**src/rtl/bus_device_port.sv**
```systemverilog
// bus_device_port: device-side endpoint of the shared bus.
// The TX FIFO is written by the host and drained by the bus through pndng/D_pop/pop.
// The RX FIFO is filled by bus pushes whose destination ID matches, and drained by the host.
// Optional: define BUS_DEVICE_PORT_STATS_EN to build the sticky err_flags and the
// filt_cnt/drop_cnt counters. Without it, those outputs are tied to 0.
module bus_device_port #(
   parameter int unsigned pckg_sz   = 16,
   parameter logic [7:0]  id        = 8'd0,
   parameter logic [7:0]  broadcast = 8'hFF,
   parameter int unsigned depth     = 8
) (
   input  logic                       clk,
   input  logic                       reset,
   // bus side, TX
   output logic                       pndng,
   output logic [pckg_sz-1:0]         D_pop,
   input  logic                       pop,
   // bus side, RX
   input  logic                       push,
   input  logic [pckg_sz-1:0]         D_push,
   // host side, TX
   input  logic                       tx_wr,
   input  logic [pckg_sz-1:0]         tx_data,
   output logic                       tx_full,
   output logic [$clog2(depth):0]     tx_count,
   // host side, RX
   input  logic                       rx_rd,
   output logic [pckg_sz-1:0]         rx_data,
   output logic                       rx_valid,
   output logic [$clog2(depth):0]     rx_count,
   // statistics
   output logic [3:0]                 err_flags,
   output logic [7:0]                 filt_cnt,
   output logic [7:0]                 drop_cnt
);

   localparam int unsigned AW = $clog2(depth);
   localparam int unsigned CW = AW + 1;
   localparam logic [CW-1:0] CntFull = CW'(depth);

   // ---------------------------------------------------------------- TX FIFO
   logic [pckg_sz-1:0] tx_mem [depth];
   logic [AW-1:0]      tx_wr_ptr_q, tx_rd_ptr_q;
   logic [CW-1:0]      tx_cnt_q, tx_cnt_d;
   logic               tx_empty, tx_is_full, tx_do_wr, tx_do_pop;

   // TX handshake decode; a write into a full FIFO is allowed when the bus pops in the same cycle
   always_comb begin
      tx_empty   = (tx_cnt_q == '0);
      tx_is_full = (tx_cnt_q == CntFull);
      tx_do_pop  = pop & ~tx_empty;
      tx_do_wr   = tx_wr & (~tx_is_full | pop);
      tx_cnt_d   = tx_cnt_q + {{(CW-1){1'b0}}, tx_do_wr} - {{(CW-1){1'b0}}, tx_do_pop};
   end

   // TX storage; contents need no reset since the count gates visibility
   always_ff @(posedge clk) begin
      if (tx_do_wr) tx_mem[tx_wr_ptr_q] <= tx_data;
   end

   // TX pointers and occupancy
   always_ff @(posedge clk or negedge reset) begin
      if (!reset) begin
         tx_wr_ptr_q <= '0;
         tx_rd_ptr_q <= '0;
         tx_cnt_q    <= '0;
      end else begin
         if (tx_do_wr)  tx_wr_ptr_q <= tx_wr_ptr_q + AW'(1);
         if (tx_do_pop) tx_rd_ptr_q <= tx_rd_ptr_q + AW'(1);
         tx_cnt_q <= tx_cnt_d;
      end
   end

   assign pndng    = ~tx_empty;
   assign D_pop    = tx_empty ? '0 : tx_mem[tx_rd_ptr_q];
   assign tx_full  = tx_is_full;
   assign tx_count = tx_cnt_q;

   // ---------------------------------------------------------------- RX FIFO
   logic [pckg_sz-1:0] rx_mem [depth];
   logic [AW-1:0]      rx_wr_ptr_q, rx_rd_ptr_q;
   logic [CW-1:0]      rx_cnt_q, rx_cnt_d;
   logic [7:0]         rx_dest;
   logic               rx_match, rx_empty, rx_is_full, rx_do_wr, rx_do_rd;

   // RX ID filter and handshake decode; the bus is never stalled
   always_comb begin
      rx_dest    = D_push[pckg_sz-1 -: 8];
      rx_match   = (rx_dest == id) || (rx_dest == broadcast);
      rx_empty   = (rx_cnt_q == '0);
      rx_is_full = (rx_cnt_q == CntFull);
      rx_do_rd   = rx_rd & ~rx_empty;
      rx_do_wr   = push & rx_match & (~rx_is_full | rx_rd);
      rx_cnt_d   = rx_cnt_q + {{(CW-1){1'b0}}, rx_do_wr} - {{(CW-1){1'b0}}, rx_do_rd};
   end

   // RX storage
   always_ff @(posedge clk) begin
      if (rx_do_wr) rx_mem[rx_wr_ptr_q] <= D_push;
   end

   // RX pointers and occupancy
   always_ff @(posedge clk or negedge reset) begin
      if (!reset) begin
         rx_wr_ptr_q <= '0;
         rx_rd_ptr_q <= '0;
         rx_cnt_q    <= '0;
      end else begin
         if (rx_do_wr) rx_wr_ptr_q <= rx_wr_ptr_q + AW'(1);
         if (rx_do_rd) rx_rd_ptr_q <= rx_rd_ptr_q + AW'(1);
         rx_cnt_q <= rx_cnt_d;
      end
   end

   assign rx_valid = ~rx_empty;
   assign rx_data  = rx_empty ? '0 : rx_mem[rx_rd_ptr_q];
   assign rx_count = rx_cnt_q;

   // ---------------------------------------------------------------- statistics
`ifdef BUS_DEVICE_PORT_STATS_EN
   logic [3:0] err_q;
   logic [7:0] filt_q, drop_q;
   logic       ev_tx_ovf, ev_tx_udf, ev_rx_drop, ev_rx_udf, ev_filt;

   // error and counter events
   always_comb begin
      ev_tx_ovf  = tx_wr & tx_is_full & ~pop;
      ev_tx_udf  = pop & tx_empty;
      ev_rx_drop = push & rx_match & rx_is_full & ~rx_rd;
      ev_rx_udf  = rx_rd & rx_empty;
      ev_filt    = push & ~rx_match;
   end

   // sticky flags and saturating counters
   always_ff @(posedge clk or negedge reset) begin
      if (!reset) begin
         err_q  <= '0;
         filt_q <= '0;
         drop_q <= '0;
      end else begin
         err_q <= err_q | {ev_rx_udf, ev_rx_drop, ev_tx_udf, ev_tx_ovf};
         if (ev_filt && (filt_q != 8'hFF))    filt_q <= filt_q + 8'd1;
         if (ev_rx_drop && (drop_q != 8'hFF)) drop_q <= drop_q + 8'd1;
      end
   end

   assign err_flags = err_q;
   assign filt_cnt  = filt_q;
   assign drop_cnt  = drop_q;
`else
   assign err_flags = '0;
   assign filt_cnt  = '0;
   assign drop_cnt  = '0;
`endif

endmodule

```
**config.mk**
```make
export PLATFORM = sky130hd
export DESIGN_NAME = bus_device_port
export DESIGN_NICKNAME = d
export VERILOG_FILES = /design/src/rtl/bus_device_port.sv
export SDC_FILE = /design/constraint.sdc
export NUM_CORES = 1
export LEC_CHECK = 0
export CORE_UTILIZATION = 30
export CTS_CLUSTER_SIZE = 14
export DETAILED_ROUTE_END_ITERATION = 7
export PLACE_DENSITY_LB_ADDON = 0.2
export SLEW_MARGIN = 20
export SYNTH_ARGS = -nofsm -noshare
export SYNTH_HDL_FRONTEND = slang
export SYNTH_SLANG_ARGS = --single-unit
```
**constraint.sdc**
```tcl
create_clock -name clk -period 5.3 [get_ports clk]
set_input_delay 1.06 -clock clk [delete_from_list [all_inputs] [get_ports clk]]
set_output_delay 1.06 -clock clk [all_outputs]
set_load 0.02 [all_outputs]
```
# Word level (Yosys, flattened, before mapping)
# Memory sizes are Yosys's and may differ from the RTL's.
# Cells that the tools add are included.
totals:
  register_bits: 20
  ramBits: 256
  memories: 2
op_classes:
  n_addsub: 8
  eq_ne: 3
  n_mux: 6
  bitwise_logic: 11
  reduce_logical: 4
mem_list:
  columns: ["memory", "depth", "width", "read_ports", "rd_clocked_by_memory_dff", "wr", "line", "source"]
  rows:
  - ["rx_mem", 8, 16, 1, 0, 1, "80", "logic [pckg_sz-1:0] rx_mem [depth];"]
  - ["tx_mem", 8, 16, 1, 0, 1, "42", "logic [pckg_sz-1:0] tx_mem [depth];"]
ops:
  columns: ["operator", "count"]
  rows:
  - ["$mux W16", 2]
  - ["$add A3 B1 Y3 const B", 4]
  - ["$add A4 B1 Y4", 2]
  - ["$eq A4 B4 Y1 const B", 2]
  - ["$eq A8 B8 Y1 const B", 1]
  - ["$logic_not A4 Y1", 2]
  - ["$logic_not A8 Y1", 1]
  - ["$sub A4 B1 Y4", 2]
  - ["$and A1 B1 Y1", 5]
  - ["$mux W1", 4]
  - ["$not A1 Y1", 4]
  - ["$or A1 B1 Y1", 2]
  - ["$logic_or A1 B1 Y1", 1]

# Longest topological paths before layout
# Gate-level depths: netlist of run 1.
depth:
  depth_word: 6
  ltp_mapped: 11
  mapped_depth_nobuf: 11

# Worst setup path before layout of run 1
# No wires, ideal clock.
synth_timing:
  path_type: "in2reg"
  start: "input port D_push[12]"
  end: "memory rx_mem[1][0] (enable)"
  setup_ps: 430
  t_arrival_ps: 3504
  slack_ps: 1365
  path_stages: 5
  n_path_buf: 1
  cell_sequence: "or4_4 > nor2_4 > o21ai_2 > buf_6 > nor4_1"
synth_between:
  elab_chain_cells: 6
synth_rtl:
  columns: ["item", "line", "source"]
  rows:
  - ["start: declaration", "20", "input logic [pckg_sz-1:0] D_push,"]
  - ["$eq A8 B8 Y1 / $logic_not A8 Y1 (equally long branches)", "89", "rx_match = (rx_dest == id) || (rx_dest == broadcast);"]
  - ["$logic_or A1 B1 Y1 (*)", "89", null]
  - ["$and A1 B1 Y1 (*) (2 in a row)", "93", "rx_do_wr = push & rx_match & (~rx_is_full | rx_rd);"]
  - ["$mux W1 (*)", "99", "if (rx_do_wr) rx_mem[rx_wr_ptr_q] <= D_push;"]
  - ["$mux W1 (implied by the code) (*)", "99", null]
  - ["end: declaration", "80", null]
# Mark *: on every way between the ends. The rest lies on a longest branch, timed or not.

# Worst setup path after layout of run 1
layout_timing:
  start: "register tx_rd_ptr_q[0]"
  end: "output port D_pop[8]"
layout_between:
  elab_chain_cells: 2
layout_rtl:
  columns: ["item", "line", "source"]
  rows:
  - ["start: declaration", "43", "logic [AW-1:0] tx_wr_ptr_q, tx_rd_ptr_q;"]
  - ["start signal: assignment", "69", "if (tx_do_pop) tx_rd_ptr_q <= tx_rd_ptr_q + AW'(1);"]
  - ["$mem_v2 Z8 W16", null, null]
  - ["$mux W16", "75", "assign D_pop = tx_empty ? '0 : tx_mem[tx_rd_ptr_q];"]
  - ["end: declaration", "16", "output logic [pckg_sz-1:0] D_pop,"]
# No other way between the ends.

==> results of run 1 <==
power breakdown:
group | total (mW) | leakage, nW | internal (mW) | switching [mW]
clock network | 1.94 | 0.458 | 1.11 | 0.830
registers | 2.92 | 2.55 | 2.60 | 0.319
logic | 2.37 | 1.54 | 1.23 | 1.14
total | 7.24 | 4.54 | 4.94 | 2.29
metal layers:
layer	global-route usage (%)	share of wire (%)
met5	0	0
met4	3.380	2.2
met3	2.117	4.1
met2	21.43	50
met1	16.48	44
cells by family after synthesis:
family | share of synthesized area (%)
xor gates and xnor gates | 0.9460
AOI/OAI and AO/OA | 0.4280
buffers and inverters | 3.108
muxes | 16.16
adders and majority gates | 2.162
DFF | 73.70
and+or+nand+nor | 3.458
other | 0.03376
registers in the layout, indices dropped and copies added, names as in the netlist:
register,count
rx_rd_ptr_q,3
tx_mem,128
tx_count,4
rx_count,4
tx_wr_ptr_q,3
rx_mem,128
rx_wr_ptr_q,3
tx_rd_ptr_q,3
stage by stage:
stage	cells	instance area (µm²)	util, %	setup slack [ns]
2_1_floorplan	569	11180	-	1.365
3_3_place_gp	1093	12590	34.47	1.335
3_5_place_dp	1093	12590	34.47	1.322
4_1_cts	1149	13520	37.01	0.8779
5_1_grt	1151	13540	37.06	0.7373
6_report	1151	13540	37.06	1.032
path summary, 6_finish.rpt:
| kind | startpoint | end | slack (ns) | cells past startpoint |
|---|---|---|---|---|
| worst max register to register | tx_count[2] | tx_count[2] | 2.35 | 9 |
| worst max-delay path | tx_rd_ptr_q[0] | D_pop[8] | 1.03 | 5 |
| worst min register to register | rx_count[0] | rx_count[0] | 0.61 | 1 |
| max in group asynchronous | reset | rx_rd_ptr_q[0] | 4.44 | 1 |
| min in group clk | rx_count[0] | rx_count[0] | 0.61 | 1 |
| worst min-delay path | reset | rx_count[1] | 0.48 | 1 |
synth_stat cells (3+ instances only):
master	count	share of area (%)
sky130_fd_sc_hd__buf_1	3	0.10
sky130_fd_sc_hd__buf_2	8	0.36
sky130_fd_sc_hd__buf_4	24	1.6
sky130_fd_sc_hd__clkbuf_1	7	0.24
sky130_fd_sc_hd__dfrtp_1	20	4.5
sky130_fd_sc_hd__edfxtp_1	256	69
sky130_fd_sc_hd__ha_1	16	1.8
sky130_fd_sc_hd__inv_1	17	0.57
sky130_fd_sc_hd__mux2_1	3	0.30
sky130_fd_sc_hd__mux2i_1	32	2.9
sky130_fd_sc_hd__mux4_2	64	13
sky130_fd_sc_hd__nand2_1	9	0.30
sky130_fd_sc_hd__nor2_1	39	1.3
sky130_fd_sc_hd__nor3_1	6	0.27
sky130_fd_sc_hd__nor4_1	5	0.28
sky130_fd_sc_hd__xnor2_1	7	0.55
sky130_fd_sc_hd__xor2_1	5	0.39
placed cells by master (no fill, tap or decap), types with 4 or more instances in the layout:
cell	n
sky130_fd_sc_hd__clkinv_1	7
sky130_fd_sc_hd__nor4_2	5
sky130_fd_sc_hd__conb_1	20
sky130_fd_sc_hd__dfrtp_1	16
sky130_fd_sc_hd__clkdlybuf4s50_1	79
sky130_fd_sc_hd__xor2_1	5
sky130_fd_sc_hd__dfrtp_2	4
sky130_fd_sc_hd__xnor2_1	7
sky130_fd_sc_hd__mux4_2	64
sky130_fd_sc_hd__nor3_4	4
sky130_fd_sc_hd__nor2_1	36
sky130_fd_sc_hd__ha_1	16
sky130_fd_sc_hd__clkinv_2	9
sky130_fd_sc_hd__nand2_1	9
sky130_fd_sc_hd__clkbuf_16	31
sky130_fd_sc_hd__mux2i_1	32
sky130_fd_sc_hd__clkbuf_1	4
sky130_fd_sc_hd__inv_1	17
sky130_fd_sc_hd__edfxtp_1	256
sky130_fd_sc_hd__buf_4	18
final cells by class:
| cell class | instances | share of cell area, % |
|---|---|---|
| Timing Repair Buffer | 102 | 7.340 |
| Clock buffer | 35 | 5.842 |
| Inverter | 19 | 0.5269 |
| Multi-Input combinational cell | 230 | 20.43 |
| Sequential cell | 276 | 60.53 |
| Tap cell | 468 | 4.326 |
| Clock inverter | 21 | 1.008 |
==> load_flow_metrics.sql, run 1 <==
INSERT INTO impl_metrics (metric_group, metric, value, unit) VALUES
('run_status', 'outcome', 'finished clean', ''),
('cts', 'cts_tree', 'yes', ''),
('synthesis', 'synth_area_per_inst', '20.20', 'µm²'),
('sta', 'max-slew-margin-rel', '30.69', '%'),
('drt', 'post_drt_wl_per_cell', '20.13', 'µm'),
('sta', 'finClkSkew', '0.01369', 'ns'),
('synthesis', 'post_synthesis_sequential_area_ratio', '73.70', '%'),
('cts', 'cts.sink_count', '276', ''),
('cts', 'clk_latency', '0.55', 'ns'),
('drt', 'detailedRoute.firstPassIterationCount', '4', ''),
('global_routing', 'global_route_wire_length_before_repair', '35.62', 'mm'),
('synthesis', 'syn-cell-area', '11110', 'µm²'),
('flow_run', 'max-cap-violations', '0', ''),
('worst_setup_path', 'path_max_fanout', '25', ''),
('floorplan', 'pin_count', '101', ''),
('synthesis', 'synth_enable_flop_cells', '256', ''),
('floorplan', 'die-area', '37810', 'µm²'),
('global_routing', 'maximum_number_of_pins_on_one_net_before_global_route_repair', '35', ''),
('worst_setup_path', 'worst_setup_path_start_kind', 'flip-flop', ''),
('floorplan', 'std_cell_rows', '70', ''),
('sta', 'final_hold_viol_count', '0', ''),
('layout', 'antenna_cells', '0', ''),
('drt', 'vias_per_cell', '4.622', ''),
('worst_setup_path', 'critPathSlowestCell', 'sky130_fd_sc_hd__dfrtp_2', ''),
('synthesis', 'synthesis.instances', '550', ''),
('drt', 'final_antenna_net_count', '0', ''),
('global_routing', 'groute.usage.overall', '12.55', '%'),
('layout', 'finalNetCount', '715', ''),
('layout', 'register_area', '8193', 'µm²'),
('floorplan', 'die_height', '194.4', 'µm'),
('layout', 'multi_input_area', '2765', 'µm²'),
('worst_setup_path', 'cp_num_buf_inv', '2', ''),
('sta', 'finalHoldWorstSlack', '0.4819', 'ns'),
('cts', 'htreeDepth', '1', ''),
('worst_setup_path', 'setup_crit_path_kind', 'reg2out', ''),
('global_routing', 'first_global_vias', '5801', ''),
('floorplan', 'floorplan.die.width', '194.4', 'µm'),
('cts', 'ctsRootBufferMaster', 'sky130_fd_sc_hd__clkbuf_16', ''),
('cts', 'cts_made_buffers', '30', ''),
('worst_setup_path', 'crit_path_max_incr_delay', '0.92', 'ns'),
('cts', 'cts-hold-fix-buffers', '0', ''),
('synthesis', 'synth.ff_latch_count', '276', ''),
('layout', 'filler_cell_count', '3338', ''),
('layout', 'layout_cells_sized_above_1', '23.43', '%'),
('synthesis', 'share_of_flip_flops_with_an_asynchronous_set_or_reset_after_synthesis', '7.246', '%'),
('worst_setup_path', 'required', '4.24', 'ns'),
('floorplan', 'placeableCoreArea', '36520', 'µm²'),
('place', 'placement.io_buffers', '80', ''),
('place', 'place_hpwl', '14.05', 'mm'),
('global_routing', 'grt_antenna_before_repair', '0', ''),
('global_routing', 'overflow', '0', ''),
('sta', 'finalCritPeriodShare', '80.53', '%'),
('worst_setup_path', 'crit_path_end_kind', 'output pin', ''),
('power_and_ir_drop', 'p_total', '7.237', 'mW'),
('cts', 'clk_transition_reported_paths', '0.07', 'ns'),
('sta', 'upper_clock_frequency_limit', '0.2343', 'GHz'),
('cts', 'cts.path.max_buffers', '3', ''),
('worst_setup_path', 'worstPathCellList', 'buf_4 > mux4_2 > mux2i_1 > nor2_1 > clkdlybuf4s50_1', ''),
('drt', 'route.vias.total', '5320', ''),
('worst_setup_path', 'path_delay_family', 'buffers and inverters', ''),
('power_and_ir_drop', 'power_density', '534.6', 'nW/µm²'),
('synthesis', 'yosysWarningCount', '0', ''),
('layout', 'area.growth.synth_to_final', '21.84', '%'),
('synthesis', 'yosys_cell_types', '36', ''),
('sta', 'maxSlewViolCount', '0', ''),
('synthesis', 'ys.flop_type', 'sky130_fd_sc_hd__edfxtp_1', ''),
('cts', 'cts.repair.resized', '0', ''),
('worst_setup_path', 'arrival', '3.21', 'ns'),
('sta', 'finalSetupViolCount', '0', ''),
('power_and_ir_drop', 'power_leakage', '4.543', 'nW'),
('drt', 'wl', '23.17', 'mm'),
('cts', 'cts.repair_timing.setup_buffer_count', '0', ''),
('sta', 'rsz_0062_raised_after_global_routing', 'false', ''),
('sta', 'tns', '0', 'ns'),
('drt', 'drc_errors', '0', ''),
('place', 'gp_congestion', '0.7023', ''),
('floorplan', 'floorplan.initialDensity', '30.42', '%'),
('min_path', 'worst_hold_path_type', 'in2async', ''),
('power_and_ir_drop', 'max-vdd-ir-drop', '0.0003582', 'V'),
('sta', 'timing.final.crit_period', '4.268', 'ns'),
('drt', 'drt_iter0_markers', '260', ''),
('sta', 'tightest_slew', '1.036', 'ns');
No activity file was read; power rests on OpenSTA's default activity.
==> inputs of run 2 (changes only) <==
clock period = 3.7 ns   (was 5.3 ns; I/O delays follow)
==> run 2 against run 1 <==
Wire length is 1.7% higher. Sequential power is 41% higher. Non-clock buffer count increased by 17. Clock power up 54%. Sequential cell count did not move. Combinational power rose by 50%. Critical path type unchanged. Critical endpoint is now D_pop[14].
==> load_flow_metrics.sql, run 2 (synthesis results as in run 1) <==
INSERT INTO impl_metrics (metric_group, metric, value, unit) VALUES
('run_status', 'outcome', 'finished clean', ''),
('sta', 'rsz_0062_raised_after_global_routing', 'false', ''),
('place', 'dpl_worst_slack', '0.2781', 'ns'),
('flow_run', 'max-cap-violations', '0', ''),
('cts', 'htreeDepth', '1', ''),
('layout', 'area.growth.synth_to_final', '23.51', '%'),
('drt', 'route.vias.total', '5367', ''),
('floorplan', 'floorplan.die.width', '194.4', 'µm'),
('sta', 'final_hold_viol_count', '0', ''),
('floorplan', 'pin_count', '101', ''),
('drt', 'detailedRoute.firstPassIterationCount', '5', ''),
('cts', 'cts.sink_count', '276', ''),
('drt', 'drc_errors', '0', ''),
('layout', 'layout_cells_sized_above_1', '24.68', '%'),
('worst_setup_path', 'required', '2.96', 'ns'),
('power_and_ir_drop', 'max-vdd-ir-drop', '0.0004190', 'V'),
('cts', 'cts.repair.resized', '1', ''),
('worst_setup_path', 'crit_path_end_kind', 'output pin', ''),
('floorplan', 'floorplan.initialDensity', '30.42', '%'),
('worst_setup_path', 'critPathSlowestCell', 'sky130_fd_sc_hd__dfrtp_2', ''),
('layout', 'mostFrequentLayoutCells', 'sky130_fd_sc_hd__edfxtp_1 (256), sky130_fd_sc_hd__clkdlybuf4s50_1 (79), sky130_fd_sc_hd__mux4_2 (64), sky130_fd_sc_hd__nor2_1 (39), sky130_fd_sc_hd__buf_4 (36)', ''),
('worst_setup_path', 'setup_crit_path_kind', 'reg2out', ''),
('layout', 'biggest_regs', 'rx_mem: 128 flops, tx_mem: 128 flops', ''),
('layout', 'antenna_cells', '0', ''),
('layout', 'layout.core_utilization', '37.57', '%'),
('min_path', 'worst_hold_path_type', 'in2async', ''),
('sta', 'finalHoldWorstSlack', '0.1532', 'ns'),
('floorplan', 'placeableCoreArea', '36520', 'µm²'),
('layout', 'fin_cells', '1169', ''),
('worst_setup_path', 'worstPathCellList', 'mux4_2 > mux2i_1 > nor2_1 > clkdlybuf4s50_1', ''),
('global_routing', 'maximum_number_of_pins_on_one_net_before_global_route_repair', '35', ''),
('sta', 'timing.final.crit_period', '3.530', 'ns'),
('worst_setup_path', 'path_max_fanout', '34', ''),
('place', 'placement.io_buffers', '80', ''),
('cts', 'cts_made_buffers', '31', ''),
('global_routing', 'groute.usage.overall', '12.62', '%'),
('layout', 'design_area', '13720', 'µm²'),
('power_and_ir_drop', 'power_leakage', '4.647', 'nW'),
('sta', 'tightest_slew', '0.8930', 'ns'),
('floorplan', 'die_height', '194.4', 'µm'),
('sta', 'timing.final.ws_setup', '0.1698', 'ns'),
('place', 'gp_congestion', '0.6844', ''),
('sta', 'finalCritPeriodShare', '95.41', '%'),
('drt', 'post_drt_wl_per_cell', '20.16', 'µm'),
('place', 'place_hpwl', '14.08', 'mm'),
('layout', 'final_common_cell', 'sky130_fd_sc_hd__edfxtp_1', ''),
('sta', 'maxSlewViolCount', '0', ''),
('cts', 'clk_transition_reported_paths', '0.06', 'ns'),
('drt', 'vias_per_cell', '4.591', ''),
('worst_setup_path', 'path_delay_family', 'flip-flops', ''),
('global_routing', 'grt_antenna_before_repair', '0', ''),
('floorplan', 'die-area', '37810', 'µm²'),
('global_routing', 'overflow', '0', ''),
('place', 'place.detailed.instances', '1112', ''),
('cts', 'cts_tree', 'yes', ''),
('drt', 'wl', '23.57', 'mm'),
('power_and_ir_drop', 'power_density', '776.3', 'nW/µm²'),
('cts', 'cts.repair_timing.setup_buffer_count', '0', ''),
('worst_setup_path', 'worst_setup_path_start_kind', 'flip-flop', ''),
('sta', 'tns', '0', 'ns'),
('cts', 'cts-hold-fix-buffers', '0', ''),
('drt', 'final_antenna_net_count', '0', ''),
('cts', 'cts.path.max_buffers', '3', ''),
('global_routing', 'first_global_vias', '5740', ''),
('cts', 'ctsRootBufferMaster', 'sky130_fd_sc_hd__clkbuf_16', ''),
('layout', 'finalNetCount', '733', ''),
('drt', 'drt_iter0_markers', '279', ''),
('global_routing', 'global_route_wire_length_before_repair', '35.89', 'mm'),
('sta', 'upper_clock_frequency_limit', '0.2833', 'GHz'),
('power_and_ir_drop', 'p_total', '10.65', 'mW'),
('floorplan', 'std_cell_rows', '70', ''),
('worst_setup_path', 'arrival', '2.79', 'ns'),
('place', 'placed_cell_area', '12730', 'µm²'),
('cts', 'clk_latency', '0.54', 'ns'),
('sta', 'finClkSkew', '0.007654', 'ns'),
('worst_setup_path', 'cp_num_buf_inv', '1', ''),
('sta', 'finalSetupViolCount', '0', ''),
('worst_setup_path', 'crit_path_max_incr_delay', '0.95', 'ns'),
('sta', 'max-slew-margin-rel', '40.47', '%');
run 2: changes by cell type in the layout (fill, tap and decap cells not counted), moves of 2 or more:
cell	previous run	this run
sky130_fd_sc_hd__clkinv_2	9	4
sky130_fd_sc_hd__bufinv_16	1	3
sky130_fd_sc_hd__nor2_1	36	39
sky130_fd_sc_hd__clkbuf_1	4	11
sky130_fd_sc_hd__clkbuf_8	0	2
sky130_fd_sc_hd__clkinv_1	7	2
sky130_fd_sc_hd__nor2_2	3	0
sky130_fd_sc_hd__buf_6	2	0
sky130_fd_sc_hd__buf_4	18	36
run 2: worst register-to-register path, stage by stage (launching register included):
cell	delay (ns)
sky130_fd_sc_hd__dfrtp_1	0.37
sky130_fd_sc_hd__inv_1	0.10
sky130_fd_sc_hd__ha_1	0.17
sky130_fd_sc_hd__or4b_1	0.43
sky130_fd_sc_hd__and2_1	0.22
sky130_fd_sc_hd__inv_2	0.21
sky130_fd_sc_hd__ha_1	0.18
sky130_fd_sc_hd__inv_1	0.07
sky130_fd_sc_hd__ha_1	0.27
sky130_fd_sc_hd__a21o_1	0.18
sky130_fd_sc_hd__a21oi_1	0.16
sky130_fd_sc_hd__xor2_1	0.16
run 2: final cells by class:
type | instances | area [µm²]
Clock buffer | 44 | 844.6
Clock inverter | 13 | 148.9
Fill cell | 3330 | 22800
Inverter | 19 | 71.32
Multi-Input combinational cell | 230 | 2751
Sequential cell | 276 | 8193
Tap cell | 468 | 585.6
Timing Repair Buffer | 119 | 1126
run 2: routing by layer:
layer | track usage [%] | up-vias | share of wire, %
met5 | 0 | - | 0
met4 | 3.116 | 0 | 1.8
met3 | 2.048 | 32 | 3.4
met2 | 20.78 | 103 | 49
met1 | 17.43 | 2831 | 46
li1 | - | 2401 | -
run 2: power breakdown:
part           leakage (nW)  internal, mW  switching, mW  total [mW]
clock                 0.475          1.79           1.19        2.98
sequential             2.55          3.73          0.393        4.12
combinational          1.62          1.82           1.73        3.55
run 2: worst paths after layout:
kind / from / to / slack, ns / cells past startpoint
setup / recovery: tx_rd_ptr_q[1] / D_pop[14] / 0.17 / 4
hold / removal: reset / tx_count[3] / 0.15 / 1
setup reg to reg: tx_count[2] / tx_count[3] / 1.11 / 11
hold reg to reg: rx_count[0] / rx_count[0] / 0.59 / 1
max in group asynchronous: reset / rx_rd_ptr_q[0] / 3.17 / 1
min in group clk: rx_count[0] / rx_count[0] / 0.59 / 1
==> inputs of run 3 (changes only) <==
SETUP_SLACK_MARGIN = 0.5   (was default)
==> run 3 against run 2 <==
Die area did not move. Highest routed layer unchanged. Via count grew 0.47%. Combinational power is essentially flat. Worst setup slack better by 0.47 ns. Sequential power is essentially flat. Fmax grew 15%. Largest cell class unchanged. Utilization grew 0.33 points. Clock skew is 0.00056 ns higher.
==> load_flow_metrics.sql, run 3 (synthesis results as in run 1) <==
INSERT INTO impl_metrics (metric_group, metric, value, unit) VALUES
('run_status', 'outcome', 'finished clean', ''),
('sta', 'finalSetupViolCount', '0', ''),
('worst_setup_path', 'worstPathCellList', 'buf_12 > mux4_2 > mux2i_1 > nor2_1 > dlygate4sd2_1', ''),
('floorplan', 'floorplan.initialDensity', '30.42', '%'),
('cts', 'cts.path.max_buffers', '3', ''),
('min_path', 'worst_hold_path_type', 'in2async', ''),
('worst_setup_path', 'setup_crit_path_kind', 'reg2out', ''),
('drt', 'vias_per_cell', '4.593', ''),
('worst_setup_path', 'endpoint', 'D_pop[12]', ''),
('layout', 'fin_cells', '1174', ''),
('sta', 'maxSlewViolCount', '0', ''),
('layout', 'biggest_regs', 'rx_mem: 128 flops, tx_mem: 128 flops', ''),
('global_routing', 'grt_antenna_before_repair', '1', ''),
('cts', 'cts_made_buffers', '31', ''),
('worst_setup_path', 'worst_setup_path_startpoint', 'tx_rd_ptr_q[0]', ''),
('worst_setup_path', 'worst_setup_path_start_kind', 'flip-flop', ''),
('global_routing', 'maximum_number_of_pins_on_one_net_before_global_route_repair', '35', ''),
('drt', 'drt_iter0_markers', '301', ''),
('worst_setup_path', 'regToRegStartpoint', 'tx_count[2]', ''),
('worst_setup_path', 'worstRegToRegCells', '11', ''),
('cts', 'cts-hold-fix-buffers', '0', ''),
('floorplan', 'pin_count', '101', ''),
('layout', 'multi_input_area', '2751', 'µm²'),
('worst_setup_path', 'required', '2.96', 'ns'),
('power_and_ir_drop', 'max-vdd-ir-drop', '0.0004054', 'V'),
('worst_setup_path', 'crit_path_max_incr_delay', '0.52', 'ns'),
('global_routing', 'global_route_wire_length_before_repair', '36.03', 'mm'),
('cts', 'cts.sink_count', '276', ''),
('worst_setup_path', 'crit_path_end_kind', 'output pin', ''),
('cts', 'clk_transition_reported_paths', '0.06', 'ns'),
('floorplan', 'placeableCoreArea', '36520', 'µm²'),
('power_and_ir_drop', 'power_density', '766.9', 'nW/µm²'),
('sta', 'finalCritPeriodShare', '82.84', '%'),
('sta', 'tightest_slew', '0.7627', 'ns'),
('worst_setup_path', 'arrival', '2.33', 'ns'),
('global_routing', 'first_global_vias', '5752', ''),
('layout', 'register_area', '8202', 'µm²'),
('cts', 'htreeDepth', '1', ''),
('sta', 'tns', '0', 'ns'),
('layout', 'layout_cells_sized_above_1', '25.35', '%'),
('global_routing', 'overflow', '0', ''),
('layout', 'finalNetCount', '738', ''),
('sta', 'upper_clock_frequency_limit', '0.3262', 'GHz'),
('cts', 'clk_latency', '0.54', 'ns'),
('worst_setup_path', 'timing.rr.end', 'tx_count[3]', ''),
('layout', 'mostFrequentLayoutCells', 'sky130_fd_sc_hd__edfxtp_1 (256), sky130_fd_sc_hd__mux4_2 (64), sky130_fd_sc_hd__clkdlybuf4s50_1 (47), sky130_fd_sc_hd__nor2_1 (39), sky130_fd_sc_hd__buf_4 (37)', ''),
('drt', 'detailedRoute.firstPassIterationCount', '5', ''),
('drt', 'drc_errors', '0', ''),
('layout', 'antenna_cells', '0', ''),
('layout', 'area.growth.synth_to_final', '24.57', '%'),
('flow_run', 'max-cap-violations', '0', ''),
('sta', 'finClkSkew', '0.008213', 'ns'),
('floorplan', 'die_height', '194.4', 'µm'),
('floorplan', 'std_cell_rows', '70', ''),
('layout', 'filler_cell_count', '3319', ''),
('place', 'place_hpwl', '14.08', 'mm'),
('worst_setup_path', 'timing.reg2reg.setup_slack', '1.11', 'ns'),
('global_routing', 'groute.usage.overall', '12.68', '%'),
('worst_setup_path', 'path_max_fanout', '11', ''),
('sta', 'timing.final.crit_period', '3.065', 'ns'),
('power_and_ir_drop', 'power_leakage', '4.873', 'nW'),
('place', 'place.detailed.instances', '1112', ''),
('place', 'placement.io_buffers', '80', ''),
('worst_setup_path', 'critPathSlowestCell', 'sky130_fd_sc_hd__mux4_2', ''),
('floorplan', 'floorplan.die.width', '194.4', 'µm'),
('sta', 'rsz_0062_raised_after_global_routing', 'false', ''),
('drt', 'post_drt_wl_per_cell', '20.31', 'µm'),
('layout', 'final_common_cell', 'sky130_fd_sc_hd__edfxtp_1', ''),
('cts', 'cts_tree', 'yes', ''),
('cts', 'ctsRootBufferMaster', 'sky130_fd_sc_hd__clkbuf_16', ''),
('place', 'gp_congestion', '0.6844', ''),
('sta', 'final_hold_viol_count', '0', ''),
('drt', 'final_antenna_net_count', '0', ''),
('drt', 'route.vias.total', '5392', ''),
('sta', 'max-slew-margin-rel', '49.15', '%'),
('drt', 'wl', '23.85', 'mm'),
('floorplan', 'die-area', '37810', 'µm²');
## run 3: worst min path at each step
stage	startpoint	endpoint
floorplan	reset	rx_count[0]
global placement	rx_count[0]	rx_count[0]
global route	reset	tx_count[3]
finish	reset	tx_count[3]
CTS	rx_count[0]	rx_count[0]
detailed placement	rx_count[0]	rx_count[0]
## run 3: metal layers
metal  vias up  GRT usage, %  wire length (µm)
met2       117         20.88             11760
met4         0         3.116               420
met3        32         2.048               881
li1       2413             -                 -
met5         -             0                 0
met1      2830         17.50             10790
## run 3: cell type report
cell class / instances / area share (%)
clock buffers: 44 / 6.103
inverters: 19 / 0.5153
multi-input cells: 230 / 19.88
clock inverters: 13 / 1.076
well taps: 468 / 4.231
flip-flops and latches: 276 / 59.26
repair buffers: 124 / 8.932
## run 3: where the power goes
part           internal, mW  total [mW]  switching (mW)
registers              3.74        4.11           0.364
clock network          1.79        2.97            1.18
logic                  1.76        3.53            1.78
total                  7.29        10.6            3.33
## run 3: timing repair
| item | CTS | global route |
|---|---|---|
| setup endpoints to repair | 32 | 16 |
| buffers inserted | 4 | 0 |
| pin swaps | 0 | 0 |
| gates resized for setup | 23 | 17 |
| endpoints found under the hold margin | 0 | 0 |
| cloned | 0 | 1 |
## run 3: stage by stage
| stage | total power, mW | setup WS [ns] | hold slack, ns | instance area (µm²) | utilization [%] |
|---|---|---|---|---|---|
| final | 10.61 | 0.6349 | 0.1541 | 13840 | 37.89 |
| after global routing | 11.17 | 0.5152 | 0.1750 | 13840 | 37.89 |
| after CTS | 10.79 | 0.3183 | 0.5972 | 13770 | 37.71 |
| after detailed placement | 7.820 | 0.2781 | 0.5837 | 12730 | 34.86 |
| after global placement | 7.765 | 0.3198 | 0.5867 | 12730 | 34.86 |
| after floorplan | 6.303 | 0.08538 | 0.4444 | 11180 | - |
## run 3: worst max-delay path: cells and delay by family, from the launching register on
family                 cells  cell delay (ns)
buffers and inverters      2             0.52
muxes                      2             0.68
and+or+nand+nor            1             0.08
DFF                        1             0.50
